--- config.mk ---
export PLATFORM = sky130hd
export DESIGN_NAME = rr_stream_arbiter
export DESIGN_NICKNAME = d
export VERILOG_FILES = /design/src/rtl/rr_stream_arbiter_pkg.sv /design/src/rtl/rr_stream_arbiter_onehot_mux.sv /design/src/rtl/rr_stream_arbiter.sv
export SDC_FILE = /design/constraint.sdc
export NUM_CORES = 1
export LEC_CHECK = 0
export CAP_MARGIN = 20
export CORE_ASPECT_RATIO = 0.5
export CORE_UTILIZATION = 41
export DETAILED_ROUTE_END_ITERATION = 10
export GPL_TIMING_DRIVEN = 0
export PLACE_DENSITY = 0.76
export REMOVE_ABC_BUFFERS = 1
export SLEW_MARGIN = 15
export SYNTH_ARGS = -nofsm -noshare
export SYNTH_HDL_FRONTEND = slang
export SYNTH_SLANG_ARGS = --single-unit
--- constraint.sdc ---
create_clock -name clk -period 2.2 [get_ports clk]
set_input_delay 0.44 -clock clk [delete_from_list [all_inputs] [get_ports clk]]
set_output_delay 0.44 -clock clk [all_outputs]
set_load 0.02 [all_outputs]
--- src/rtl/rr_stream_arbiter_pkg.sv ---
// Shared types and the round-robin pick function for the stream arbiter.
// rr_pick scans a doubled request vector so the wrap-around search is a plain priority scan.
package rr_stream_arbiter_pkg;

    localparam int MAX_PORTS = 32;
    localparam int PTR_W     = 5;

    typedef enum logic {
        IDLE = 1'b0,
        LOCK = 1'b1
    } state_t;

    // Only the low n bits of valid may be set; the result is one-hot within n bits, or zero.
    function automatic logic [MAX_PORTS-1:0] rr_pick(
        input logic [MAX_PORTS-1:0] valid,
        input logic [PTR_W-1:0]     ptr,
        input int                   n
    );
        logic [2*MAX_PORTS-1:0] dbl;
        logic [2*MAX_PORTS-1:0] masked;
        logic [MAX_PORTS-1:0]   pick;
        logic                   found;
        int                     first;
        int                     wrapped;
        int                     start;

        start = int'(ptr);
        dbl   = {{MAX_PORTS{1'b0}}, valid} | ({{MAX_PORTS{1'b0}}, valid} << n);

        masked = '0;
        for (int j = 0; j < 2*MAX_PORTS; j++) begin
            if (j >= start && j < start + n) begin
                masked[j] = dbl[j];
            end
        end

        found = 1'b0;
        first = 0;
        for (int j = 0; j < 2*MAX_PORTS; j++) begin
            if (!found && masked[j]) begin
                found = 1'b1;
                first = j;
            end
        end

        wrapped = (first >= n) ? first - n : first;

        pick = '0;
        for (int i = 0; i < MAX_PORTS; i++) begin
            pick[i] = found && (i == wrapped);
        end
        return pick;
    endfunction

endpackage

--- src/rtl/rr_stream_arbiter_onehot_mux.sv ---
// One-hot AND-OR data mux: each lane is gated by its select bit and the results OR-ed.
// A zero select yields zero data.
module rr_stream_arbiter_onehot_mux #(
    parameter int DATAWIDTH    = 4,
    parameter int SELECT_WIDTH = 4
) (
    input  logic [SELECT_WIDTH-1:0]           sel,
    input  logic [DATAWIDTH*SELECT_WIDTH-1:0] data,
    output logic [DATAWIDTH-1:0]              result
);

    always_comb begin
        result = '0;
        for (int i = 0; i < SELECT_WIDTH; i++) begin
            result = result | (data[DATAWIDTH*i +: DATAWIDTH] & {DATAWIDTH{sel[i]}});
        end
    end

endmodule

--- src/rtl/rr_stream_arbiter.sv ---
// Round-robin packet arbiter: holds a grant from first beat to last beat, then rotates.
// The selected beat lands in a single output register slot that refills in the cycle it drains.
module rr_stream_arbiter
    import rr_stream_arbiter_pkg::*;
#(
    parameter int DATAWIDTH = 4,
    parameter int NUM_PORTS = 4
) (
    input  logic                           clk,
    input  logic                           rst,
    input  logic [NUM_PORTS-1:0]           in_valid,
    input  logic [NUM_PORTS-1:0]           in_last,
    input  logic [DATAWIDTH*NUM_PORTS-1:0] in_data,
    output logic [NUM_PORTS-1:0]           in_ready,
    output logic                           out_valid,
    output logic                           out_last,
    output logic [DATAWIDTH-1:0]           out_data,
    output logic [NUM_PORTS-1:0]           out_src,
    input  logic                           out_ready
);

    state_t                 state;
    logic [PTR_W-1:0]       ptr;
    logic [NUM_PORTS-1:0]   lock_sel;

    logic [MAX_PORTS-1:0]   valid_ext;
    logic [MAX_PORTS-1:0]   pick_ext;
    logic                   unused_pick;
    logic [NUM_PORTS-1:0]   grant;
    logic [PTR_W-1:0]       grant_idx;
    logic [PTR_W-1:0]       next_ptr;
    logic [DATAWIDTH-1:0]   sel_data;
    logic                   sel_last;
    logic                   slot_free;
    logic                   xfer;

    always_comb begin
        valid_ext                = '0;
        valid_ext[NUM_PORTS-1:0] = in_valid;
    end

    assign pick_ext    = rr_pick(valid_ext, ptr, NUM_PORTS);
    assign unused_pick = ^pick_ext;

    // While locked the grant ignores in_valid so a stalled packet keeps every other port blocked.
    assign grant = (state == LOCK) ? lock_sel : pick_ext[NUM_PORTS-1:0];

    always_comb begin
        grant_idx = '0;
        for (int i = 0; i < NUM_PORTS; i++) begin
            if (grant[i]) begin
                grant_idx = PTR_W'(i);
            end
        end
    end

    assign next_ptr  = (grant_idx == PTR_W'(NUM_PORTS - 1)) ? '0 : grant_idx + 1'b1;
    assign sel_last  = |(in_last & grant);
    assign slot_free = ~out_valid | out_ready;
    assign in_ready  = rst ? '0 : (grant & {NUM_PORTS{slot_free}});
    assign xfer      = |(in_valid & in_ready);

    rr_stream_arbiter_onehot_mux #(
        .DATAWIDTH    (DATAWIDTH),
        .SELECT_WIDTH (NUM_PORTS)
    ) u_mux (
        .sel    (grant),
        .data   (in_data),
        .result (sel_data)
    );

    // Packet FSM, rotation pointer and output slot share one register block.
    always_ff @(posedge clk or posedge rst) begin
        if (rst) begin
            state     <= IDLE;
            ptr       <= '0;
            lock_sel  <= '0;
            out_valid <= 1'b0;
            out_last  <= 1'b0;
            out_data  <= '0;
            out_src   <= '0;
        end else begin
            if (xfer) begin
                out_valid <= 1'b1;
                out_data  <= sel_data;
                out_last  <= sel_last;
                out_src   <= grant;
                case (state)
                    IDLE: begin
                        if (sel_last) begin
                            ptr <= next_ptr;
                        end else begin
                            state    <= LOCK;
                            lock_sel <= grant;
                        end
                    end
                    LOCK: begin
                        if (sel_last) begin
                            ptr   <= next_ptr;
                            state <= IDLE;
                        end
                    end
                    default: state <= IDLE;
                endcase
            end else if (out_ready) begin
                out_valid <= 1'b0;
            end
        end
    end

    grant_onehot: assert property (@(posedge clk) disable iff (rst) $onehot0(grant));

endmodule

Word level (Yosys, flattened, before mapping)
Index checks and enable logic that the tools add are counted.

cells by class
  add/sub/neg operators = 3
  magnitude comparators = 17
  eq/ne operators = 4
  mux-type cells = 146
  bitwise operators = 15
  reduce and logical (&&, ||, !) cells = 144

operator list
  cell                                                                                   number
  32-bit two-way mux                                                                     63
  4-bit by 32-bit < comparator with 1-bit output (first input constant)                  4
  1-bit two-way mux                                                                      77
  3-bit by 32-bit == test with 1-bit output (first input constant)                       2
  3-bit by 32-bit < comparator with 1-bit output (first input constant)                  2
  1-bit logical NOT                                                                      63
  1-bit logical AND (second input constant)                                              56
  2-bit by 32-bit == test with 1-bit output (first input constant)                       1
  32-bit by 4-bit greater-or-equal comparator with 1-bit output (second input constant)  1
  32-bit logical NOT                                                                     1
  1-bit by 32-bit < comparator with 1-bit output (first input constant)                  1
  2-bit by 32-bit < comparator with 1-bit output (first input constant)                  1
  32-bit by 4-bit subtractor with 32-bit output (second input constant)                  1
  4-bit AND                                                                              7
  3-bit by 5-bit greater-or-equal comparator with 1-bit output (first input constant)    4
  5-bit two-way mux                                                                      4
  1-bit logical AND                                                                      19
  4-bit bitwise OR                                                                       3
  1-bit by 5-bit greater-or-equal comparator with 1-bit output (first input constant)    2
  2-bit by 5-bit greater-or-equal comparator with 1-bit output (first input constant)    2
  4-bit two-way mux                                                                      2
  4-bit by 8-bit bitwise OR with 8-bit output                                            1
  4-bit OR reduction                                                                     2
  5-bit by 3-bit adder with 6-bit output (second input constant)                         1
  7 further kinds                                                                        9

word-level totals
  flip-flop bits (word level) = 20
  output and inout port bits = 14
  word-level logic and storage cells = 336

Logic depth before layout (Yosys ltp)
Gate-level depths: netlist of the first run.

  depth after elaboration = 205
  gate-level depth with buffers = 8

Modules after synthesis
From an unflattened synthesis of the first run, not the netlist that was laid out.

unflattened totals
  cell total of the unflattened synthesis = 119
  area total of the unflattened synthesis = 1117.3 µm²

by module, submodules not included
  module                        times used  cells each  area each (µm²)  seq. area each (µm²)
  rr_stream_arbiter             1           107         1042.2           425.4
  rr_stream_arbiter_onehot_mux  1           12          75.1             0.0

Worst setup path before layout of the first run
OpenSTA, ideal clock, no wires.

  kind = input to register
  start = in in_valid[0]
  end = reg lock_sel[0]
  arrival = 2331 ps
  data required time = 2075 ps
  slack = -256 ps
  cell stages on the path = 8
  buffers on the path = 2
  path through = buf_2 o21ba_2 or4_1 o41ai_2 a211oi_1 or4b_1 buf_2 mux2_4

on the way
  word-level cells in the longest chain between the ends = 202
  elaborated cells on any way between the ends = 276
  those cells by class = add/sub (1); order compare (1); eq/ne (3); mux (132); bitwise (5); reduce/logical (134)

RTL lines
  item                                                                     RTL line                     text
  start: declaration                                                       rr_stream_arbiter.sv:11      input logic [NUM_PORTS-1:0] in_valid,
  4-bit by 8-bit bitwise OR with 8-bit output                              rr_stream_arbiter_pkg.sv:28  dbl = {{MAX_PORTS{1'b0}}, valid} | ({{MAX_PORTS{1'b0}}, valid} << n);
  1-bit two-way mux                                                        rr_stream_arbiter_pkg.sv:32  if (j >= start && j < start + n) begin
  1-bit two-way mux                                                        rr_stream_arbiter_pkg.sv:40  if (!found && masked[j]) begin
  1-bit logical NOT                                                        rr_stream_arbiter_pkg.sv:40
  1-bit logical AND                                                        rr_stream_arbiter_pkg.sv:40
  1-bit two-way mux                                                        rr_stream_arbiter_pkg.sv:40
  1-bit logical NOT                                                        rr_stream_arbiter_pkg.sv:40
  1-bit logical AND                                                        rr_stream_arbiter_pkg.sv:40
  [186 not listed]                                                         -
  2-bit by 32-bit == test with 1-bit output, or another cell as far along  rr_stream_arbiter_pkg.sv:50  pick[i] = found && (i == wrapped);
  1-bit logical AND                                                        rr_stream_arbiter_pkg.sv:50
  4-bit two-way mux                                                        rr_stream_arbiter.sv:46      assign grant = (state == LOCK) ? lock_sel : pick_ext[NUM_PORTS-1:0];
  4-bit AND                                                                rr_stream_arbiter.sv:60      assign in_ready = rst ? '0 : (grant & {NUM_PORTS{slot_free}});
  4-bit two-way mux                                                        rr_stream_arbiter.sv:60
  4-bit AND                                                                rr_stream_arbiter.sv:61      assign xfer = |(in_valid & in_ready);
  4-bit OR reduction                                                       rr_stream_arbiter.sv:61
  3-bit AND reduction (no line)                                            -
  end signal: assignment                                                   rr_stream_arbiter.sv:94      lock_sel <= grant;
  end: declaration                                                         rr_stream_arbiter.sv:24      logic [NUM_PORTS-1:0] lock_sel;

Several ways; a longest one is shown, not always the timed one.
A chain may end at the register's enable or synchronous reset.

Worst setup path after layout of the first run
  start = reg ptr[1]
  end = reg lock_sel[1]

on the way
  word-level cells in the longest chain between the ends = 204
  elaborated cells on any way between the ends = 306
  those cells by class = add/sub (2); order compare (17); eq/ne (3); mux (138); bitwise (4); reduce/logical (142)

RTL lines
  item                                                                     RTL line                     text
  start: declaration                                                       rr_stream_arbiter.sv:23      logic [PTR_W-1:0] ptr;
  start signal: assignment                                                 rr_stream_arbiter.sv:91      ptr <= next_ptr;
  start signal: assignment                                                 rr_stream_arbiter.sv:99      ptr <= next_ptr;
  5-bit by 3-bit adder with 6-bit output                                   -
  1-bit by 32-bit < comparator with 1-bit output                           rr_stream_arbiter_pkg.sv:32
  1-bit logical AND                                                        rr_stream_arbiter_pkg.sv:32
  1-bit two-way mux                                                        rr_stream_arbiter_pkg.sv:32
  1-bit two-way mux                                                        rr_stream_arbiter_pkg.sv:40
  1-bit logical NOT                                                        rr_stream_arbiter_pkg.sv:40
  1-bit logical AND                                                        rr_stream_arbiter_pkg.sv:40
  1-bit two-way mux                                                        rr_stream_arbiter_pkg.sv:40
  [188 not listed]                                                         -
  2-bit by 32-bit == test with 1-bit output, or another cell as far along  rr_stream_arbiter_pkg.sv:50
  1-bit logical AND                                                        rr_stream_arbiter_pkg.sv:50
  4-bit two-way mux (*)                                                    rr_stream_arbiter.sv:46
  4-bit AND                                                                rr_stream_arbiter.sv:60
  4-bit two-way mux                                                        rr_stream_arbiter.sv:60
  4-bit AND                                                                rr_stream_arbiter.sv:61
  4-bit OR reduction                                                       rr_stream_arbiter.sv:61
  3-bit AND reduction (no line)                                            -

Mark *: on every way between the ends. The rest lies on a longest branch, timed or not.

==> out/metrics.cfg, run 1 <==
[clocking]
root_buffer=clkbuf_8
cts_max_path_buffers=2
clkLatencyLatePin_ps=250
clk_pin_slew_ps=70
cts_tree=built
cts.sinks=17
numCtsBuffers=3
cts_hold_buf=0
h-tree-depth=1

[synthesis]
synth_top_flop_cell=dfrtp_1
ys_warn_count=0
ys_ff_latch=17
ys_async_sr_fraction_pct=100
netlist_area_um2=1200
synth_edf_count=0
syn_area_per_cell_um2=10.1
ys_seq_area_share_pct=35.5
synthCells=119
yosysUniqueCellTypes=36

[timing]
worst_pin_slew_ps=648
slew_viol_final=0
hold_slack_ps=511
fin_crit_ps=2400
period_share_pct=109
setup_slack_ps=-201
relSlewSlack_pct=56.8
finalSetupViolCount=16
fin_skew_ps=1.04
max_freq_ghz=0.416
grt_setup_unrepaired=yes
finalHoldViolCount=0

[final_layout]
n_fill_cell=226
multiInputGateArea_um2=790
syn_to_final_growth_pct=50.7
regArea_um2=429
nets=194
antenna_cells=0
drive_gt1_share_pct=36.7

[place]
gp_congestion=0.797
dp_hpwl_mm=2.34
portBuffers=40

[power_and_ir_drop]
power_density_nw_per_um2=1300
vdd_drop_max_mv=0.728
p_total_uw=2360
power.leakage_uw=0.000835

[setup_path]
critical_path_class=register to register
critPathTopFamily=compound AO/OA/AOI/OAI gates
worstPathRequired_ps=2340
cp.buffers_inverters=1
crit_path_max_fanout=4
end_kind=register
slowest_delay_ps=550
cp_data_arrival_time_ps=2540
path_cells=buf_6 -> nand2b_4 -> a21o_1 -> a211o_1 -> a211oi_4 -> or4b_4 -> mux2_4
start_kind=register
cp_slowest_cell=or4b_4

[route]
vias=1185
wl_mm=3.73
routedWlPerCell_um=18.4
viasPerCell=5.84
firstDrtPassIters=4
drc_errors=0
drtIter0Drc=64
ant_nets=0

[run_status]
status=finished, violations left
violations=setup timing

[grt]
grt.total_usage_pct=25.1
grt_pass1_vias=1156
grt.overflow.total=0
grt_pass1_wl_mm=5.73
grt_max_degree=18
grt_antenna_before_repair=0

[floorplanning]
die_h_um=40.3
rows=13
start_util_pct=44.7
io-pin-count=41
dieArea_um2=3160
die_w_um=78.5
core-area_um2=2680

[run]
drv_cap=0

[min_path]
hold_class=register to register

## stage by stage
step	utilization [%]	instance area, um^2	setup WS, ps	TNS (ps)	cells
global placement	59.6	1600	-1030	-18860	187
floorplan	-	1150	-181	-1550	110
global route	67.4	1810	-233	-2010	203
CTS	67.0	1800	-179	-1670	202
finish	67.4	1810	-201	-1150	203
detailed placement	59.6	1600	-1080	-19500	187
## sequential cells by signal, indices dropped and copies added, names as in the netlist
| name | flops |
|---|---|
| out_src | 4 |
| out_last | 1 |
| state | 1 |
| lock_sel | 4 |
| out_valid | 1 |
| out_data | 4 |
| ptr | 2 |
## synthesized netlist by cell type, types with 2 or more instances
| cell type | count | area (um^2) |
|---|---|---|
| a221o_1 | 9 | 90.1 |
| nor2_1 | 10 | 37.5 |
| a21o_1 | 7 | 52.6 |
| buf_2 | 4 | 20.0 |
| dfrtp_1 | 17 | 425 |
| mux2_2 | 12 | 135 |
| nor2b_1 | 4 | 25.0 |
| mux2_4 | 3 | 45.0 |
| a22oi_1 | 8 | 60.1 |
| a21oi_1 | 7 | 35.0 |
| o2111a_1 | 2 | 22.5 |
| and2_1 | 2 | 12.5 |
| mux2i_1 | 2 | 20.0 |
| clkbuf_1 | 4 | 15.0 |
| o21a_1 | 2 | 15.0 |
| inv_1 | 6 | 22.5 |
## cells by family after synthesis
kind of cell	count (synthesis)	share of synthesized area, %
compound gates	45	30.7
buf+inv	16	6.05
flops	17	35.5
mux	17	16.7
simple gates	24	11.2
## cell type report
class                           instances  share of cell area [%]
Multi-Input combinational cell         86                    43.7
Timing Repair Buffer                   52                    26.0
Sequential cell                        17                    23.7
Tap cell                               37                    2.56
Clock buffer                            3                    2.28
Inverter                                7                    1.45
Clock inverter                          1                   0.277
## routing by layer
metal  up-vias  routed length, um  GRT usage, %
li1        553                  -             -
met1       586               1700          31.2
met2        38               1820          46.3
met3         8                160          5.68
met4         0                 51          5.56
met5         -                  0             0
## cell usage in the layout, fill, tap and decap left out, types with 2 or more instances in the layout
master / synthesis / routed
clkdlybuf4s50_1: 0 / 30
dfrtp_1: 17 / 14
mux2_2: 12 / 11
buf_4: 0 / 11
a221o_1: 9 / 9
nor2_1: 10 / 8
a22oi_1: 8 / 8
a21o_1: 7 / 7
inv_1: 6 / 6
a21oi_1: 7 / 6
mux2_4: 3 / 4
buf_2: 4 / 4
nor2b_1: 4 / 3
clkbuf_8: 0 / 3
buf_6: 1 / 3
dfrtp_2: 0 / 3
and2_4: 0 / 2
mux2i_1: 2 / 2
dlygate4sd2_1: 0 / 2
## final timing paths
| check | startpoint | slack, ps | end | cells past startpoint |
|---|---|---|---|---|
| min reg2reg | out_data[3] | 510 | out_data[3] | 1 |
| min in group asynchronous | rst | 610 | out_src[0] | 2 |
| min | out_data[3] | 510 | out_data[3] | 1 |
| max in group asynchronous | rst | 1140 | ptr[1] | 2 |
| max reg2reg | ptr[1] | -200 | lock_sel[1] | 7 |
| max | ptr[1] | -200 | lock_sel[1] | 7 |
## timing repair
item                                    in CTS  in global routing
pin swaps                                    7                  2
cloned                                       0                  0
setup buffers                               11                  1
endpoints found under the setup margin      21                 18
resized for setup                           61                  3
## power by group
group | internal (uW) | total (uW) | switching, uW
clock | 126 | 233 | 107
combinational | 801 | 1510 | 710
sequential | 455 | 614 | 159
total | 1380 | 2360 | 976
Note: power is estimated with default switching activity, not from simulation.
==> run 2: changes to the inputs <==
- CORE_UTILIZATION: 41 -> 40
- REMOVE_ABC_BUFFERS: 1 -> not set
- SYNTH_HIERARCHICAL: not set -> 1
==> out/metrics.cfg, run 2 <==
[run_status]
status=finished, violations left
violations=setup timing

[timing]
worst_pin_slew_ps=398
max_freq_ghz=0.443
slew_viol_final=0
grt_setup_unrepaired=yes
fin_crit_ps=2260
finalHoldViolCount=0
setup_slack_ps=-57.0
relSlewSlack_pct=73.1
finalSetupViolCount=10
period_share_pct=103
fin_skew_ps=4.11

[setup_path]
end_kind=register
timing.rr.start=ptr[0]
worstPathRequired_ps=2340
reg2reg_depth=8
critical_path_class=register to register
cp_data_arrival_time_ps=2390
start_kind=register
crit_path_max_fanout=7
r2r_end=out_data[1]
r2r_setup_slack_ps=-60

[power_and_ir_drop]
power_frac_comb_pct=68.1
p_total_uw=2620
vdd_drop_max_mv=0.746
clkPwrFrac_pct=8.9
power.leakage_uw=0.000816
seqPwrFrac_pct=23.0
p_switching_uw=1100
p_int_uw=1520
power_density_nw_per_um2=1440
swShare_pct=41.9

[synthesis]
netlist_area_um2=1120
ys_async_sr_fraction_pct=100
synth_common_cells=dfrtp_1, nand2_1, inv_1, o21ai_0
synth_top_flop_cell=dfrtp_1
synth_edf_count=0
synth.net_count=147
ys_ff_latch=17
ys_seq_area_share_pct=38.1
ys_warn_count=6
yosysMostFrequentCell=dfrtp_1
yosysUniqueCellTypes=36
syn_area_per_cell_um2=9.39
yosys.area.top_type=dfrtp_1
synthCells=119
yosysTopAreaCellShare_pct=38.1
yosys-top-cells-area=dfrtp_1, a22oi_1, mux2_4

[final_layout]
nets=206
stdcell_area_um2=1820
n_fill_cell=205
antenna_cells=0
layout_commonest_cell=clkdlybuf4s50_1
drive_gt1_share_pct=32.8
fin_cells=214
fin_util_pct=69.7
final_cell_mix=clkdlybuf4s50_1, dfrtp_1, nand2_1, buf_4
reg_top3=lock_sel: 4 flops, out_data: 4 flops, out_src: 4 flops
syn_to_final_growth_pct=63.3

[route]
routedWlPerCell_um=14.9
drtIter0Drc=53
wl_mm=3.20
vias=1172
drc_errors=0
firstDrtPassIters=6
viasPerCell=5.48
ant_nets=0

[min_path]
worstHoldEndpoint=out_last
whs_path_depth=1
hold_class=register to register
hp-start=out_last

[grt]
grt_antenna_before_repair=0
grt_max_degree=18
grt_pass1_wl_mm=4.97
grt.total_usage_pct=21.9
grt_pass1_vias=1044
grt.overflow.total=0

[place]
dpl.cell_count=196
placed_cell_area_um2=1560
dp_hpwl_mm=2.10
gp_congestion=0.843
portBuffers=40

[run]
drv_cap=0

[floorplanning]
core-area_um2=2620
rows=13
io-pin-count=41
die_h_um=39.4
die_w_um=76.7
start_util_pct=42.7
dieArea_um2=3020

[clocking]
clkLatencyLatePin_ps=250
cts_tree=built
cts_hold_buf=0
clk_pin_slew_ps=60
numCtsBuffers=3
cts_max_path_buffers=2
cts.sinks=17
root_buffer=clkbuf_8
h-tree-depth=1

-- run 2: cell types whose count changed after synthesis, moves of 3 or more --
cell      delta
inv_1        +5
nor2b_1      -3
a21o_1       -7
nand2_1     +13
a21oi_1      -4
mux2_2       -7
nand2b_1     +3
clkbuf_1     -3
buf_2        -3
o21ai_0     +10
a221o_1      -9
-- run 2: critical path, stage by stage, from the launching register on --
cell and delay, ps:
dfrtp_2 450, nand2b_4 160, a221oi_4 300, buf_6 170
o22ai_4 70, a221oi_4 360, or2_4 210, buf_12 120
mux2_4 290
-- run 2: power groups by stage --
stage          Combinational (uW)  Clock [uW]  Sequential [uW]
2_1_floorplan                 852           0              659
3_3_place_gp                 1370           0              568
3_5_place_dp                 1400           0              571
4_1_cts                      1640         233              594
5_1_grt                      1900         248              618
6_report                     1780         232              603
-- run 2: final cells by class --
| class | instances | area, um^2 | area share (%) |
|---|---|---|---|
| buffer | 2 | 31.3 | 1.71 |
| clock buffer | 3 | 41.3 | 2.26 |
| clock inverter | 1 | 5.00 | 0.274 |
| inverter | 11 | 45.0 | 2.47 |
| multi-input combinational | 88 | 723 | 39.6 |
| sequential | 17 | 427 | 23.4 |
| tap | 37 | 46.3 | 2.54 |
| timing repair buffer | 55 | 505 | 27.7 |
-- run 2: metrics by stage --
step                setup TNS [ps]  hold WS [ps]  worst slack (ps)
floorplan                        0           374              26.3
global placement            -14520           470             -1100
detailed placement          -14920           477             -1110
CTS                           -412           513             -77.0
global route                 -1510           524              -146
finish                        -354           511             -57.0
-- run 2: timing repair --
item	CTS	global route
gates cloned	0	0
setup endpoints to repair	21	20
setup buffers	10	5
pin swaps	8	7
gates resized for setup	43	15
-- run 2: layer usage --
metal	part of all wire, %	global-route usage, %	vias up
li1	-	-	557
met1	46	28.0	571
met2	49	41.3	40
met3	4.2	1.40	4
met4	0.69	7.21	0
met5	0	0	-
-- run 2: kinds of logic after synthesis --
group | after synthesis | share of synthesized area [%]
fa+ha+maj | 1 | 1.12
compound gates | 41 | 28.3
buf+inv | 14 | 6.27
flops | 17 | 38.1
simple gates | 36 | 14.9
mux | 10 | 11.3
-- run 2: worst max-delay path by stage --
stage,startpoint,to,slack (ps),depth (start not counted)
6_report,ptr[0],out_data[1],-60,8
5_1_grt,ptr[0],out_data[3],-150,8
4_1_cts,ptr[0],out_data[3],-80,8
3_5_place_dp,in_valid[2],in_ready[0],-1110,6
3_3_place_gp,in_valid[2],in_ready[0],-1100,6
2_1_floorplan,ptr[0],ptr[1],30,8
